`src/rtl/prog_loader_pkg.sv`:
```
// Shared definitions for the boot program loader: FSM encoding, default widths
// and the length-byte decoding rule.
package prog_loader_pkg;

    localparam int ADDR_W_DEF = 8;
    localparam int DATA_W_DEF = 8;
    localparam int CNT_W      = 9;

    typedef enum logic [2:0] {
        ST_IDLE = 3'd0,
        ST_LEN  = 3'd1,
        ST_DATA = 3'd2,
        ST_CSUM = 3'd3,
        ST_RUN  = 3'd4,
        ST_DONE = 3'd5,
        ST_ERR  = 3'd6
    } state_t;

    // A zero length byte stands for a full 256-byte image.
    function automatic logic [CNT_W-1:0] decode_len(input logic [7:0] b);
        return (b == 8'd0) ? 9'd256 : {1'b0, b};
    endfunction

endpackage

```
`src/rtl/prog_loader.sv`:
```
// Streams a length-prefixed, checksummed program image into RAM while holding
// the CPU, then releases it with a single run pulse on a good checksum.
module prog_loader
    import prog_loader_pkg::*;
#(
    parameter int ADDR_W = ADDR_W_DEF,
    parameter int DATA_W = DATA_W_DEF
) (
    input  logic              clk,
    input  logic              rst,
    input  logic              start,
    input  logic              rx_valid,
    input  logic [DATA_W-1:0] rx_data,
    output logic              rx_ready,
    output logic [ADDR_W-1:0] mem_addr,
    output logic [DATA_W-1:0] mem_data,
    output logic              mem_wren,
    output logic              cpu_hold,
    output logic              cpu_run,
    output logic              done,
    output logic              err
);

    state_t            state_q, state_d;
    logic [CNT_W-1:0]  cnt_q, cnt_d;
    logic [DATA_W-1:0] acc_q, acc_d;
    logic [ADDR_W-1:0] addr_q, addr_d;
    logic [ADDR_W-1:0] wrAddr_q, wrAddr_d;
    logic [DATA_W-1:0] wrData_q, wrData_d;
    logic              wren_q, wren_d;
    logic              done_q, done_d;
    logic              err_q, err_d;
    logic              xfer;

    always_ff @(posedge clk or negedge rst) begin
        if (!rst) begin
            state_q  <= ST_IDLE;
            cnt_q    <= '0;
            acc_q    <= '0;
            addr_q   <= '0;
            wrAddr_q <= '0;
            wrData_q <= '0;
            wren_q   <= 1'b0;
            done_q   <= 1'b0;
            err_q    <= 1'b0;
        end else begin
            state_q  <= state_d;
            cnt_q    <= cnt_d;
            acc_q    <= acc_d;
            addr_q   <= addr_d;
            wrAddr_q <= wrAddr_d;
            wrData_q <= wrData_d;
            wren_q   <= wren_d;
            done_q   <= done_d;
            err_q    <= err_d;
        end
    end

    assign xfer = rx_valid && rx_ready;

    always_comb begin
        state_d  = state_q;
        cnt_d    = cnt_q;
        acc_d    = acc_q;
        addr_d   = addr_q;
        wrAddr_d = wrAddr_q;
        wrData_d = wrData_q;
        wren_d   = 1'b0;
        done_d   = done_q;
        err_d    = err_q;

        unique case (state_q)
            ST_IDLE, ST_DONE, ST_ERR: begin
                if (start) begin
                    state_d = ST_LEN;
                    cnt_d   = '0;
                    acc_d   = '0;
                    addr_d  = '0;
                    done_d  = 1'b0;
                    err_d   = 1'b0;
                end
            end
            ST_LEN: begin
                if (xfer) begin
                    cnt_d   = decode_len(rx_data[7:0]);
                    state_d = ST_DATA;
                end
            end
            ST_DATA: begin
                // The write itself is issued from registers one cycle later.
                if (xfer) begin
                    wrAddr_d = addr_q;
                    wrData_d = rx_data;
                    wren_d   = 1'b1;
                    addr_d   = addr_q + ADDR_W'(1);
                    acc_d    = acc_q + rx_data;
                    cnt_d    = cnt_q - CNT_W'(1);
                    if (cnt_q == CNT_W'(1)) begin
                        state_d = ST_CSUM;
                    end
                end
            end
            ST_CSUM: begin
                if (xfer) begin
                    if (rx_data == acc_q) begin
                        state_d = ST_RUN;
                    end else begin
                        state_d = ST_ERR;
                        err_d   = 1'b1;
                    end
                end
            end
            ST_RUN: begin
                state_d = ST_DONE;
                done_d  = 1'b1;
            end
            default: begin
                state_d = ST_IDLE;
            end
        endcase
    end

    assign rx_ready = (state_q == ST_LEN) || (state_q == ST_DATA) || (state_q == ST_CSUM);
    assign cpu_hold = rx_ready || (state_q == ST_RUN);
    assign cpu_run  = (state_q == ST_RUN);
    assign done     = done_q;
    assign err      = err_q;

    // The loader owns the RAM port only while the CPU is held.
    assign mem_wren = cpu_hold && wren_q;
    assign mem_addr = cpu_hold ? wrAddr_q : '0;
    assign mem_data = cpu_hold ? wrData_q : '0;

endmodule
```
`config.mk`:
```
export PLATFORM = sky130hd
export DESIGN_NAME = prog_loader
export DESIGN_NICKNAME = d
export VERILOG_FILES = /design/src/rtl/prog_loader_pkg.sv /design/src/rtl/prog_loader.sv
export SDC_FILE = /design/constraint.sdc
export NUM_CORES = 1
export LEC_CHECK = 0
export BUFFER_PORTS_ARGS = -buffer_cell sky130_fd_sc_hd__buf_2
export CORE_MARGIN = 2
export CORE_UTILIZATION = 35
export CTS_CLUSTER_DIAMETER = 60
export DETAILED_ROUTE_END_ITERATION = 16
export GPL_TIMING_DRIVEN = 0
export HOLD_SLACK_MARGIN = 0.08
export PLACE_DENSITY = 0.51
export SYNTH_ARGS = -nofsm -noshare
export SYNTH_HDL_FRONTEND = slang
export SYNTH_SLANG_ARGS = --single-unit
```
`constraint.sdc`:
```
create_clock -name clk -period 2.1 [get_ports clk]
set_input_delay 0.21 -clock clk [delete_from_list [all_inputs] [get_ports clk]]
set_output_delay 0.21 -clock clk [all_outputs]
set_load 0.02 [all_outputs]
```
==> results of run 1 <==
-- state kept, by name (all words and copies together), names as in the netlist --
register and count:
wrData_q 8, wrAddr_q 8, acc_q 8, done 1, err 1, addr_q 8
wren_q 1, state_q 3, cnt_q 9
-- cells in the final DEF (no fill, tap or decap), drive strengths merged, types with 4 or more instances in the layout --
cell type and count:
dfrtp 47, o21ai 28, nor3 4, nor4 5
inv 9, ha 10, a21o 5, nand2 62
o31ai 4, a21oi 20, a22oi 5, buf 41
or3 5, and2 20, nor2 13, xnor2 6
clkbuf 12
-- kinds of logic after synthesis --
kind of cell / share of synthesized area [%]
buf+inv: 3.88
flops: 45.0
xor+xnor: 2.01
fa+ha+maj: 5.55
simple gates: 23.4
compound gates: 18.6
mux: 1.58
-- timing repair --
item	4_1_cts	5_1_grt
pin swaps	0	3
resized for setup	6	16
buffers inserted	0	2
setup endpoints to repair	26	38
-- through the flow --
step	total power [mW]	std cells	setup TNS, ns
2_1_floorplan	3.14	296	0
3_3_place_gp	3.77	428	-0.0300
3_5_place_dp	3.78	428	-0.342
4_1_cts	4.41	436	-0.298
5_1_grt	4.93	438	-0.00236
6_report	4.51	438	0
-- per-layer routing --
| metal | wire length (um) | share of wire (%) |
|---|---|---|
| met1 | 3030 | 49 |
| met2 | 2850 | 46 |
| met3 | 222 | 3.6 |
| met4 | 70 | 1.1 |
| met5 | 0 | 0 |
-- final cells by class --
type                    count  area [um2]
clock buffers               6        72.6
inverters                  10        37.5
clock inverters             2        12.5
plain buffers              12        76.3
well taps                  99         124
flip-flops and latches     47        1180
multi-input cells         227        1410
fillers                   757        4160
repair buffers             35         180
-- report_power, final --
part,switching [mW],total [mW],internal [mW]
combinational,1.51,2.53,1.02
clock,0.317,0.551,0.234
sequential,0.204,1.44,1.23
-- worst min-delay path by stage --
| stage | start | to | slack [ns] |
|---|---|---|---|
| global placement | wrData_q[0] | wrData_q[0] | 0.45 |
| global route | rx_data[3] | wrData_q[3] | 0.16 |
| finish | rst | state_q[0] | 0.10 |
| detailed placement | wrData_q[1] | wrData_q[1] | 0.46 |
| floorplan | rst | acc_q[0] | -0.09 |
| CTS | rst | acc_q[4] | 0.15 |
==> metrics.yaml, run 1 <==
cts:
  cts.htree.levels: 2
  clkTransAtPathRegs_ns: 0.09
  cts_buffers: 5
  cts_sinks: 47
  cts_hold_buf: 0
  clock_path_buffers: 2
  cts_root_buf: "clkbuf_8"
  cts_tree: "done"
  clock_latency_ns: 0.30
routing:
  first_pass_iters: 4
  drcViolationCount: 0
  wl_per_cell_um: 14.1
  vias: 2208
  ant_nets: 0
  drt-vias-per-instance: 5.04
  drt_iter0_markers: 135
  routed_wirelength_mm: 6.17
yosys:
  synth_area_mm2: 0.00261
  synthTopCellsByCount: "nand2_1 (62), dfrtp_1 (47), o21ai_0 (28)"
  synth.most_common_cell: "nand2_1"
  synth_top_area_cell: "dfrtp_1"
  synth_edf_count: 0
  ys_seq_area_share_pct: 45.0
  ys_dominant_reg_cell: "dfrtp_1"
  yosys-top-cells-area: "dfrtp_1 (45%), nand2_1 (8.9%), o21ai_0 (5.4%), and2_1 (4.8%), ha_1 (4.8%)"
  ys_ff_latch: 47
  synth_area_per_cell_um2: 8.83
  syn_inst: 296
  synth_top_area_share_pct: 45.0
  synth_warnings: 0
  synth-async-reset-ratio_pct: 100
  synth_nets: 319
  synth.distinct_cells: 46
floorplan:
  num_rows: 31
  die_w_um: 90.4
  ios: 34
  start_util_pct: 36.0
  core_area_mm2: 0.00725
  die_y_um: 90.4
  die-area_mm2: 0.00817
hold_path:
  timing.hold.worst.class: "input port to async pin"
worst_setup_path:
  cpMostUsedCell: "buf_6"
  crit_required_ns: 2.30
  r2r_cells: 7
  critPathSlowestCell: "dfrtp_1"
  arrival_ns: 2.20
  crit_cells: 7
  crit_start: "state_q[2]"
  critPathBufInv: 3
  path_delay_family: "compound AO/OA/AOI/OAI gates"
  slowest_delay_ns: 0.39
  end_kind: "flip-flop"
  regToRegStartpoint: "state_q[2]"
  r2r-end: "acc_q[5]"
  critPathCapture: "acc_q[5]"
  path_max_fanout: 10
  worstSetupPathType: "flip-flop to flip-flop"
  r2r_slack_ns: 0.10
  cp-start-kind: "flip-flop"
  crit_chain: "buf_6 > or3_4 > o21a_4 > o21a_1 > buf_6 > clkbuf_1 > a22o_1"
placed_design:
  dp_hpwl_mm: 4.42
  pre_cts_ws_ns: -0.0396
  placed_area_mm2: 0.00290
  io_buffers: 33
  gp_congestion: 0.806
layout:
  nets: 361
  drive_gt1_share_pct: 18.6
  design_area_mm2: 0.00309
  utilization_pct: 42.6
  n_antenna_cell: 0
  synthToLayoutAreaGrowth_pct: 18.2
grt:
  antenna_found_initial: 0
  grt_pass1_vias: 2107
  grt_pass1_wl_mm: 10.4
  use_met3_pct: 3.17
  grt_usage_pct: 15.6
  gr-usage-met2_pct: 24.7
  grt_max_degree: 48
  gr-usage-met1_pct: 21.7
  top_usage_layer: "met2"
  grt_overflow: 0
power_and_ir_drop:
  power.density_mw_per_mm2: 1460
  leakage_nw: 1.47
  max-vdd-ir-drop_uv: 723
sta:
  fin_hold_ws_ns: 0.102
  fin_crit_sh_pct: 95.2
  min_period_ns: 2.00
  max_freq_mhz: 500
  rsz0062_at_grt: "true"
  slew_headroom_pct: 26.6
  setup_viol: 0
  finalHoldViolations: 0
  skew_ns: 0.00988
  worst_pin_slew_ns: 1.10
  setup_ws_ns: 0.100
  slew_violations: 0
status:
  status: "finished clean"
run:
  timing.max_cap.violations: 0
(Power assumes the default switching activity.)
==> run 2: changes to the inputs <==
==> constraint.sdc (replaced) <==
create_clock -name clk -period 2.1 [get_ports clk]
set_input_delay 0.315 -clock clk [delete_from_list [all_inputs] [get_ports clk]]
set_output_delay 0.315 -clock clk [all_outputs]
set_load 0.02 [all_outputs]
==> run 2 against run 1 <==
  * Die area unchanged
  * Flip-flop and latch count unchanged
  * Clock skew about the same
  * Via count increased by 0.91%
  * Clock power about the same
  * Worst setup slack got worse by 0.069 ns
  * Critical path type unchanged
  * Largest cell class unchanged
==> metrics.yaml, run 2 (synthesized netlist as in run 1, its figures left out) <==
routing:
  ant_nets: 0
  drt-vias-per-instance: 5.04
  drt_iter0_markers: 116
  wl_per_cell_um: 14.1
  first_pass_iters: 4
  drcViolationCount: 0
  routed_wirelength_mm: 6.24
  vias: 2228
floorplan:
  ios: 34
  num_rows: 31
  die_y_um: 90.4
  core_area_mm2: 0.00725
  die_w_um: 90.4
  start_util_pct: 36.0
  die-area_mm2: 0.00817
power_and_ir_drop:
  power.total_mw: 4.69
  max-vdd-ir-drop_uv: 721
  leakage_nw: 1.50
  power.density_mw_per_mm2: 1490
cts:
  clock_path_buffers: 2
  cts_tree: "done"
  clock_latency_ns: 0.30
  clkTransAtPathRegs_ns: 0.09
  cts_root_buf: "clkbuf_8"
  cts_buffers: 5
  cts_sinks: 47
  cts_hold_buf: 0
  cts.htree.levels: 2
layout:
  final_cells: 442
  nets: 365
  largest_reg_flops: 9
  n_antenna_cell: 0
  final_common_cell: "nand2_1"
  utilization_pct: 43.4
  layout_common_cells: "nand2_1 (62), dfrtp_1 (47), buf_2 (30)"
  synthToLayoutAreaGrowth_pct: 20.5
  drive_gt1_share_pct: 19.2
  top_register: "cnt_q"
worst_setup_path:
  crit_start: "state_q[2]"
  path_max_fanout: 10
  worstSetupPathType: "flip-flop to flip-flop"
  r2r-end: "addr_q[5]"
  end_kind: "flip-flop"
  r2r_slack_ns: 0.03
  regToRegStartpoint: "state_q[2]"
  cp-start-kind: "flip-flop"
  critPathCapture: "addr_q[5]"
  r2r_cells: 7
  crit_required_ns: 2.33
  arrival_ns: 2.30
grt:
  grt_overflow: 0
  grt_max_degree: 48
  antenna_found_initial: 0
  grt_pass1_wl_mm: 10.5
  grt_usage_pct: 15.7
  grt_pass1_vias: 2116
sta:
  setup_ws_ns: 0.0311
  fin_hold_ws_ns: 0.209
  skew_ns: 0.00962
  max_freq_mhz: 483
  worst_pin_slew_ns: 1.09
  slew_violations: 0
  setup_viol: 0
  fin_crit_sh_pct: 98.5
  finalHoldViolations: 0
  slew_headroom_pct: 27.0
  min_period_ns: 2.07
  rsz0062_at_grt: "true"
placed_design:
  io_buffers: 33
  gp_congestion: 0.806
  place_inst: 428
  dp_hpwl_mm: 4.42
  pre_cts_ws_ns: -0.145
run:
  timing.max_cap.violations: 0
status:
  status: "finished clean"
hold_path:
  timing.hold.worst.class: "input port to async pin"
[run 2: layout make-up]
cell class | instances | area [um2]
buffer | 12 | 88.8
clock buffer | 6 | 72.6
clock inverter | 2 | 12.5
fill | 750 | 4100
inverter | 10 | 37.5
multi-input combinational | 227 | 1410
sequential | 47 | 1180
tap | 99 | 124
timing repair buffer | 39 | 233
[run 2: routing by layer]
layer	global-route usage, %	vias up	share of wire, %
li1	-	1126	-
met1	21.8	1046	49
met2	25.1	50	46
met3	3.17	6	3.7
met4	4.49	0	1.2
met5	0	-	0
[run 2: worst min-delay path by stage]
stage | cells after the start | start | slack (ns) | endpoint
5_1_grt | 3 | rx_data[3] | 0.27 | wrData_q[3]
3_5_place_dp | 2 | wrData_q[1] | 0.46 | wrData_q[1]
4_1_cts | 1 | rst | 0.26 | acc_q[4]
2_1_floorplan | 0 | rst | 0.02 | acc_q[0]
6_report | 1 | rst | 0.21 | state_q[0]
3_3_place_gp | 2 | wrData_q[0] | 0.45 | wrData_q[0]
[run 2: report_power, final]
part | leakage (nW) | internal [mW] | switching, mW
Clock | 0.0412 | 0.234 | 0.315
Combinational | 0.848 | 1.16 | 1.54
Sequential | 0.613 | 1.23 | 0.209
[run 2: timing repair]
item | 4_1_cts | 5_1_grt
setup buffers | 1 | 4
gates cloned | 1 | 0
pin swaps | 2 | 1
endpoints found under the setup margin | 26 | 33
gates resized for setup | 16 | 13
[run 2: stage by stage]
step / cell area (um2) / setup TNS, ns
after detailed placement: 2900 / -1.44
after CTS: 3090 / 0
after global routing: 3150 / -0.0443
final: 3150 / 0
after global placement: 2900 / -1.08
after floorplan: 2610 / 0
[run 2: critical path: stages, from the launching register on]
cell	delay [ns]
dfrtp_1	0.39
buf_6	0.15
or3_4	0.39
o21a_4	0.14
o21a_1	0.18
buf_6	0.13
or4_4	0.51
a21oi_2	0.12
==> run 3: changes to the inputs <==
--- a/config.mk
+++ b/config.mk
@@ -8,2 +8,3 @@
 export BUFFER_PORTS_ARGS = -buffer_cell sky130_fd_sc_hd__buf_2
+export CAP_MARGIN = 10
 export CORE_MARGIN = 2
--- a/constraint.sdc
+++ b/constraint.sdc
@@ -3,2 +3,2 @@
 set_output_delay 0.315 -clock clk [all_outputs]
-set_load 0.02 [all_outputs]
+set_load 0.05 [all_outputs]
==> run 3 against run 2 <==
  * Clock skew is essentially flat
  * Sequential share of layout area shrank 2.4 points
  * Via count up 0.63%
  * Count of clock-buffer cells in the layout unchanged
  * Cell area increased by 6.8%
  * Die area unchanged
  * Worst setup slack gained 0.0053 ns
  * Sequential power about the same
  * Fmax is 0.26% higher
  * Critical endpoint is now mem_data[1]
  * Largest power group unchanged
==> metrics.yaml, run 3 (synthesized netlist as in run 1, its figures left out) <==
status:
  status: "finished clean"
floorplan:
  start_util_pct: 36.0
  ios: 34
  core_area_mm2: 0.00725
  die-area_mm2: 0.00817
  die_w_um: 90.4
  die_y_um: 90.4
  num_rows: 31
worst_setup_path:
  r2r_slack_ns: 0.11
  r2r_cells: 7
  crit_start: "state_q[1]"
  crit_required_ns: 1.78
  worstSetupPathType: "flip-flop to output pin"
  path_max_fanout: 7
  arrival_ns: 1.75
  cp-start-kind: "flip-flop"
  end_kind: "output pin"
  regToRegStartpoint: "state_q[2]"
grt:
  grt_max_degree: 48
  grt_usage_pct: 16.3
  antenna_found_initial: 0
  grt_overflow: 0
  grt_pass1_vias: 2218
  grt_pass1_wl_mm: 10.9
hold_path:
  hold_depth: 3
  timing.hold.worst.class: "input port to flip-flop"
  worstHoldStart: "rx_data[3]"
layout:
  top_register: "cnt_q"
  final_cells: 448
  n_antenna_cell: 0
  synthToLayoutAreaGrowth_pct: 28.7
  drive_gt1_share_pct: 23.5
  utilization_pct: 46.4
  final_common_cell: "nand2_1"
  largest_reg_flops: 9
  layout_common_cells: "nand2_1 (62), dfrtp_1 (47), o21ai_0 (28)"
  nets: 371
power_and_ir_drop:
  power.density_mw_per_mm2: 1670
  leakage_nw: 1.58
  max-vdd-ir-drop_uv: 757
  power.total_mw: 5.62
sta:
  worst_pin_slew_ns: 0.542
  fin_crit_sh_pct: 98.3
  fin_hold_ws_ns: 0.282
  skew_ns: 0.00950
  finalHoldViolations: 0
  slew_headroom_pct: 63.6
  slew_violations: 0
  min_period_ns: 2.06
  max_freq_mhz: 485
  rsz0062_at_grt: "true"
  tns_ns: 0
  setup_viol: 0
routing:
  vias: 2242
  ant_nets: 0
  drt-vias-per-instance: 5.00
  first_pass_iters: 4
  drt_iter0_markers: 97
  routed_wirelength_mm: 6.44
  drcViolationCount: 0
  wl_per_cell_um: 14.4
cts:
  cts_tree: "done"
  cts_root_buf: "clkbuf_8"
  clock_path_buffers: 2
  cts_buffers: 5
  clkTransAtPathRegs_ns: 0.10
  clock_latency_ns: 0.30
  cts.htree.levels: 2
  cts_sinks: 47
placed_design:
  gp_congestion: 0.828
  io_buffers: 33
  place_inst: 428
  dp_hpwl_mm: 4.50
run:
  timing.max_cap.violations: 0
-- run 3: changes by cell type in the layout (fill, tap and decap cells not counted), moves of 2 or more --
cell	previous run	this run
clkbuf_1	3	5
and2_4	0	9
buf_8	0	11
and2_1	20	11
clkbuf_4	1	5
buf_2	30	16
buf_4	8	11
-- run 3: report_power, final --
part	leakage, nW	switching [mW]	total, mW	internal, mW
Sequential	0.613	0.217	1.45	1.23
Clock	0.0412	0.317	0.551	0.234
Combinational	0.926	2.09	3.62	1.53
-- run 3: final timing paths --
check                              endpoint
worst min-delay path            wrData_q[3]
worst max-delay path            mem_data[1]
max in group asynchronous         addr_q[3]
worst min register to register  wrAddr_q[4]
min in group asynchronous       wrData_q[3]
worst max register to register    addr_q[5]
-- run 3: critical path, stage by stage, from the launching register on --
cell and delay [ns]:
dfrtp_1 0.42, buf_6 0.15, nor2_4 0.17, xnor2_4 0.18
buf_12 0.16, buf_8 0.10, and2_4 0.14, buf_8 0.14
-- run 3: area by class of cell --
class                      count  area, um2
clock inverter                 2       12.5
multi-input combinational    227       1430
buffer                        12       88.8
sequential                    47       1180
tap                           99        124
fill                         707       3890
clock buffer                   6       72.6
timing repair buffer          45        420
inverter                      10       37.5
-- run 3: metal layers --
| layer | global-route usage [%] | wire length, um | up-vias |
|---|---|---|---|
| li1 | - | - | 1138 |
| met1 | 23.0 | 3210 | 1054 |
| met2 | 26.3 | 2970 | 43 |
| met3 | 2.25 | 193 | 7 |
| met4 | 4.74 | 65 | 0 |
| met5 | 0 | 0 | - |
-- run 3: per-stage QoR --
stage,cell area [um2],setup WS [ns]
after floorplan,2630,0.0355
after global placement,2920,-0.199
after detailed placement,2920,-0.231
after CTS,3140,0.000460
after global routing,3360,-0.0349
final,3360,0.0364
-- run 3: timing repair --
item	4_1_cts	5_1_grt
resized for setup	25	48
hold endpoints to repair	0	16
pin swaps	2	13
setup buffers	3	5
gates cloned	1	1
hold buffers	0	1
endpoints found under the setup margin	31	40
